### config.mk
export PLATFORM = sky130hd
export DESIGN_NAME = mem_ctrl
export DESIGN_NICKNAME = d
export VERILOG_FILES = /design/src/rtl/mem_ctrl.sv
export SDC_FILE = /design/constraint.sdc
export NUM_CORES = 1
export LEC_CHECK = 0
export BUFFER_PORTS_ARGS = -buffer_cell sky130_fd_sc_hd__buf_2
export CAP_MARGIN = 15
export CELL_PAD_IN_SITES_DETAIL_PLACEMENT = 0
export CELL_PAD_IN_SITES_GLOBAL_PLACEMENT = 1
export CORE_UTILIZATION = 36
export CTS_CLUSTER_DIAMETER = 150
export CTS_CLUSTER_SIZE = 20
export DETAILED_ROUTE_END_ITERATION = 7
export PLACE_DENSITY = 0.83
export SLEW_MARGIN = 20
export SYNTH_ARGS = -nofsm -noshare
export SYNTH_HDL_FRONTEND = slang
export SYNTH_SLANG_ARGS = --single-unit
### constraint.sdc
create_clock -name clk -period 2.8 [get_ports clk]
set_clock_uncertainty 0.15 [all_clocks]
set_input_delay 0.28 -clock clk [delete_from_list [all_inputs] [get_ports clk]]
set_output_delay 0.28 -clock clk [all_outputs]
set_load 0.05 [all_outputs]
### src/rtl/mem_ctrl.sv
// Byte-serial memory controller: MEM load/store and IF fetch share one byte-wide synchronous RAM.
// MEM requests win arbitration; every access ends in a one-cycle DONE state.
module mem_ctrl #(
  parameter int unsigned ADDR_W = 32,
  parameter int unsigned DATA_W = 32
) (
  input  logic              clk,
  input  logic              rst,
  input  logic              rdy,
  input  logic [ADDR_W-1:0] mem_addr_i,
  input  logic              load_or_not,
  input  logic              store_or_not,
  input  logic [2:0]        num_of_bytes,
  input  logic [DATA_W-1:0] store_data,
  output logic [DATA_W-1:0] load_data,
  output logic              mem_enable,
  input  logic              if_req,
  input  logic [ADDR_W-1:0] if_addr,
  output logic [DATA_W-1:0] if_inst,
  output logic              if_done,
  input  logic [7:0]        ram_din,
  output logic [7:0]        ram_dout,
  output logic [ADDR_W-1:0] ram_a,
  output logic              ram_wr
);

  localparam int unsigned NB = DATA_W / 8;
  localparam int unsigned KW = $clog2(NB + 2) + 1;

  typedef enum logic [2:0] {StIdle, StLoad, StStore, StFetch, StDone} state_e;

  state_e            r_state, w_state_nxt;
  logic [ADDR_W-1:0] r_base, w_base_nxt;
  logic [2:0]        r_size, w_size_nxt;
  logic [KW-1:0]     r_k, w_k_nxt;
  logic [DATA_W-1:0] r_buf, w_buf_nxt;
  logic [DATA_W-1:0] r_sdata, w_sdata_nxt;
  logic [DATA_W-1:0] r_load_data, w_load_data_nxt;
  logic              r_mem_en, w_mem_en_nxt;
  logic [DATA_W-1:0] r_if_inst, w_if_inst_nxt;
  logic              r_if_done, w_if_done_nxt;
  logic [ADDR_W-1:0] r_ram_a, w_ram_a_nxt;
  logic [7:0]        r_ram_dout, w_ram_dout_nxt;
  logic              r_wr, w_wr_nxt;

  logic              w_mem_req;
  logic              w_size_ok;
  logic              w_illegal;
  logic [DATA_W-1:0] w_buf_cap;

  assign w_mem_req = store_or_not | load_or_not;
  assign w_size_ok = (num_of_bytes == 3'd1) || (num_of_bytes == 3'd2) || (num_of_bytes == 3'd4);
  assign w_illegal = !w_size_ok || (store_or_not && load_or_not);

  // At edge k of a read, ram_din carries the byte addressed at edge k-2.
  always_comb begin
    w_buf_cap = r_buf;
    for (int b = 0; b < int'(NB); b++) begin
      if (int'(r_k) == b + 2) begin
        w_buf_cap[8*b +: 8] = ram_din;
      end
    end
  end

  always_comb begin
    w_state_nxt     = r_state;
    w_base_nxt      = r_base;
    w_size_nxt      = r_size;
    w_k_nxt         = r_k;
    w_buf_nxt       = r_buf;
    w_sdata_nxt     = r_sdata;
    w_load_data_nxt = r_load_data;
    w_mem_en_nxt    = r_mem_en;
    w_if_inst_nxt   = r_if_inst;
    w_if_done_nxt   = r_if_done;
    w_ram_a_nxt     = r_ram_a;
    w_ram_dout_nxt  = r_ram_dout;
    w_wr_nxt        = r_wr;

    case (r_state)
      StIdle: begin
        w_k_nxt = KW'(1);
        if (w_mem_req) begin
          if (w_illegal) begin
            w_load_data_nxt = '0;
            w_mem_en_nxt    = 1'b1;
            w_state_nxt     = StDone;
          end else begin
            w_base_nxt  = mem_addr_i;
            w_size_nxt  = num_of_bytes;
            w_buf_nxt   = '0;
            w_sdata_nxt = store_data;
            w_ram_a_nxt = mem_addr_i;
            if (store_or_not) begin
              w_ram_dout_nxt = store_data[7:0];
              w_wr_nxt       = 1'b1;
              w_state_nxt    = StStore;
            end else begin
              w_state_nxt = StLoad;
            end
          end
        end else if (if_req) begin
          w_base_nxt  = if_addr;
          w_size_nxt  = 3'd4;
          w_buf_nxt   = '0;
          w_ram_a_nxt = if_addr;
          w_state_nxt = StFetch;
        end
      end

      StLoad, StFetch: begin
        w_k_nxt   = r_k + KW'(1);
        w_buf_nxt = w_buf_cap;
        if (int'(r_k) < int'(r_size)) begin
          w_ram_a_nxt = r_base + ADDR_W'(r_k);
        end
        if (int'(r_k) == int'(r_size) + 1) begin
          if (r_state == StLoad) begin
            w_load_data_nxt = w_buf_cap;
            w_mem_en_nxt    = 1'b1;
          end else begin
            w_if_inst_nxt = w_buf_cap;
            w_if_done_nxt = 1'b1;
          end
          w_state_nxt = StDone;
        end
      end

      StStore: begin
        w_k_nxt = r_k + KW'(1);
        if (int'(r_k) < int'(r_size)) begin
          w_ram_a_nxt    = r_base + ADDR_W'(r_k);
          w_ram_dout_nxt = r_sdata[{r_k, 3'b000} +: 8];
          w_wr_nxt       = 1'b1;
        end else begin
          w_wr_nxt     = 1'b0;
          w_mem_en_nxt = 1'b1;
          w_state_nxt  = StDone;
        end
      end

      // Requests are ignored here so the requester can drop its level request.
      StDone: begin
        w_mem_en_nxt  = 1'b0;
        w_if_done_nxt = 1'b0;
        w_state_nxt   = StIdle;
      end

      default: begin
        w_state_nxt = StIdle;
      end
    endcase
  end

  always_ff @(posedge clk) begin
    if (rst) begin
      r_state     <= StIdle;
      r_base      <= '0;
      r_size      <= '0;
      r_k         <= '0;
      r_buf       <= '0;
      r_sdata     <= '0;
      r_load_data <= '0;
      r_mem_en    <= 1'b0;
      r_if_inst   <= '0;
      r_if_done   <= 1'b0;
      r_ram_a     <= '0;
      r_ram_dout  <= '0;
      r_wr        <= 1'b0;
    end else if (rdy) begin
      r_state     <= w_state_nxt;
      r_base      <= w_base_nxt;
      r_size      <= w_size_nxt;
      r_k         <= w_k_nxt;
      r_buf       <= w_buf_nxt;
      r_sdata     <= w_sdata_nxt;
      r_load_data <= w_load_data_nxt;
      r_mem_en    <= w_mem_en_nxt;
      r_if_inst   <= w_if_inst_nxt;
      r_if_done   <= w_if_done_nxt;
      r_ram_a     <= w_ram_a_nxt;
      r_ram_dout  <= w_ram_dout_nxt;
      r_wr        <= w_wr_nxt;
    end
  end

  assign load_data  = r_load_data;
  assign mem_enable = r_mem_en;
  assign if_inst    = r_if_inst;
  assign if_done    = r_if_done;
  assign ram_a      = r_ram_a;
  assign ram_dout   = r_ram_dout;
  // A frozen controller must never write, even with a store mid-flight.
  assign ram_wr     = r_wr & rdy;

endmodule

==> results_dict.tcl <==
set metrics [dict create \
    status "completed" \
    async_flop_share_pct 0 \
    p_clk_share_pct 31.8 \
    dr.pass1.iters 5 \
    yosysSeqAreaShare_pct 44.80 \
    synth_top_cell_area_share_pct 44.80 \
    ant_nets 0 \
    drive_gt1_share_pct 24.67 \
    yosysUniqueCellTypes 56 \
    synth_compound_area_share_pct 21.82 \
    route.vias.total 8593 \
    vias_per_cell 5.331 \
    dieArea_mm2 0.02709 \
    crit_slowest_cell "a311o_2" \
    dp_slack_ns 0.09314 \
    p_switching_mw 1.784 \
    hold_viol_final 0 \
    synthSimpleGateAreaFrac_pct 16.02 \
    ir_drop_uv 372.3 \
    drt_iter0_markers 584 \
    final_cells 1612 \
    p_comb_share_pct 16.6 \
    chipHeight_um 164.6 \
    fill_cells 2570 \
    place_area_mm2 0.01103 \
    htreeDepth 1 \
    wl_per_cell_um 17.00 \
    n_antenna_cell 0 \
    grt.total_usage_pct 19.58 \
    criticalPathCategory "flip-flop to flip-flop" \
    tns_ns 0 \
    path_cells "ha_4 -> xor2_2 -> or4b_1 -> a311o_2 -> nor3_4 -> buf_6 -> buf_12 -> nor2_1 -> a211oi_1" \
    critPathMaxFanout 17 \
    end_kind "flip-flop" \
    layout_commonest_cell "buf_2" \
    final_util_pct 45.52 \
    seqPwrFrac_pct 51.6 \
    fin_crit_sh_pct 95.65 \
    clockBufferDepth 3 \
    cts_tree "built" \
    die_x_um 164.6 \
    cts_sinks 213 \
    start_util_pct 36.63 \
    yosysWarnings 0 \
    cp_top_family "simple AND/OR/NAND/NOR gates" \
    synthMuxAreaShare_pct 8.742 \
    io_buffer_count 219 \
    final_cell_area_mm2 0.01183 \
    clock-root-buffer "clkbuf_16" \
    power.leakage_nw 4.804 \
    synth_edf_count 0 \
    grt_first_pass_wirelength_mm 42.56 \
    dp_cells 1559 \
    finalNetCount 1403 \
    slew_headroom_pct 37.37 \
    path_clk_slew_ns 0.09 \
    drt-total-wl_mm 27.40 \
    fmax_mhz 373.4 \
    grt_pass1_vias 8086 \
    switching_share_pct 28.54 \
    worstPathArrival_ns 2.92 \
    dp_hpwl_mm 18.70 \
    cap_violations 0 \
    max_stage_delay_ns 0.47 \
    grt_max_degree 70 \
    synthFlopType "dfxtp_1" \
    yosys-top-cells-area "dfxtp_1, mux2i_1, nand2_1" \
    cp-start-kind "flip-flop" \
    cts_buffers 14 \
    syn-num-nets 1182 \
    path_buf_inv 2 \
    p_int_mw 4.468 \
    netlist_area_mm2 0.009518 \
    pwr_density_cell_mw_per_mm2 528.6 \
    final_cell_mix "buf_2, dfxtp_1, nand2_1" \
    insertion_delay_ns 0.48 \
    synth_seq_cells 213 \
    synth_adder_area_share_pct 1.893 \
    finalSetupViolations 0 \
    syn2layout_area_growth_pct 24.28 \
    io_pins 220 \
    fin_ws_ns 0.1217 \
    syn_inst 1056 \
    core_mm2 0.02598 \
    worst_pin_slew_ns 0.9360 \
    antenna_found_initial 0 \
    required_ns 3.04 \
    grt_overflow 0 \
    rows 59 \
    drc_errors 0 \
    synth.avg_cell_area_um2 9.013 \
    synthXorXnorAreaFrac_pct 2.669 \
    synth_top_family_by_area "compound AO/OA/AOI/OAI gates" \
    gp_congestion 0.8190 \
    drv_slew 0 \
    hold_class "input pin to flip-flop" \
    yosysTopAreaCell "dfxtp_1" \
    layout_min_cycle_time_ns 2.678 \
]
[flip-flops by register name (all words and copies together) (netlist names)]
signal / count
r_base: 32
load_data: 32
if_done: 1
r_buf: 32
ram_a: 32
r_wr: 1
r_state: 3
mem_enable: 1
ram_dout: 8
r_size: 3
if_inst: 32
r_k: 4
r_sdata: 32
[logic make-up (layout without fill, tap and decap cells)]
logic type	after synthesis	in the layout
xor+xnor	29	29
simple gates	356	356
mux	73	73
compound gates	276	276
buf+inv	95	316
fa+ha+maj	14	14
flops	213	213
[tightest hold or removal path, stage by stage]
cell	delay, ns
buf_2	0.11
o2111ai_1	0.10
a21oi_1	0.13
[cell type report]
type | count | area, um^2 | area share (%)
sequential | 213 | 4273 | 36.12
multi-input combinational | 748 | 4923 | 41.62
timing repair buffer | 286 | 1777 | 15.02
clock buffer | 15 | 375.4 | 3.173
tap | 335 | 419.2 | 3.543
clock inverter | 1 | 8.758 | 0.07404
inverter | 14 | 52.55 | 0.4443
[metal layers]
layer  vias to the layer above  wire length, um  global-route usage [%]
met3                        33             1744                   3.039
met1                      4065            12580                   26.61
met4                         0              397                   4.170
li1                       4240                -                       -
met5                         -                0                       0
met2                       255            12680                   32.60
[power groups by stage]
stage | Sequential [mW] | Clock, mW | Combinational, mW
floorplan | 3.43 | 0 | 0.517
global placement | 3.30 | 0 | 0.985
detailed placement | 3.30 | 0 | 0.995
CTS | 3.23 | 2.06 | 1.04
global route | 3.25 | 2.16 | 1.13
finish | 3.23 | 1.99 | 1.04
[cells in the mapped netlist, types with 3 or more instances]
cell type,n
o2bb2ai_1,32
nor2_1,137
buf_1,8
a32o_1,12
xnor2_1,13
nor3_1,19
mux4_2,8
nand2_1,140
a211oi_1,57
nand4_1,16
and2_1,3
o21a_1,3
a21oi_1,64
a211oi_2,20
nand2b_1,5
nand3_1,12
inv_1,14
dfxtp_1,213
buf_4,3
or2_2,3
or3_1,6
clkbuf_1,66
o211ai_1,20
nor2b_1,3
a22oi_1,43
ha_1,12
mux2i_1,64
xor2_1,16
o21ai_0,7
[final timing paths]
path         cells past startpoint                    start  slack (ns)                 endpoint
max                              9   r_size[0]$_SDFFE_PP0P_        0.12  if_inst[1]$_SDFFE_PP0P_
min                              3                   if_req        0.03  r_state[0]$_SDFFE_PP0P_
max reg2reg                      9   r_size[0]$_SDFFE_PP0P_        0.12  if_inst[1]$_SDFFE_PP0P_
min reg2reg                      2  mem_enable$_SDFFE_PP0P_        0.30  mem_enable$_SDFFE_PP0P_
[through the flow]
stage	total power [mW]	hold WS [ns]
5_1_grt	6.541	0.06364
3_3_place_gp	4.280	0.2890
3_5_place_dp	4.294	0.2912
6_report	6.253	0.03471
2_1_floorplan	3.947	0.2660
4_1_cts	6.320	0.02213
[timing repair]
item	in CTS	in global routing
gates resized for setup	0	11
endpoints found under the setup margin	0	40
hold endpoints to repair	35	0
setup buffers	0	1
hold buffers	35	0
Note: power is estimated with default switching activity, not from simulation.
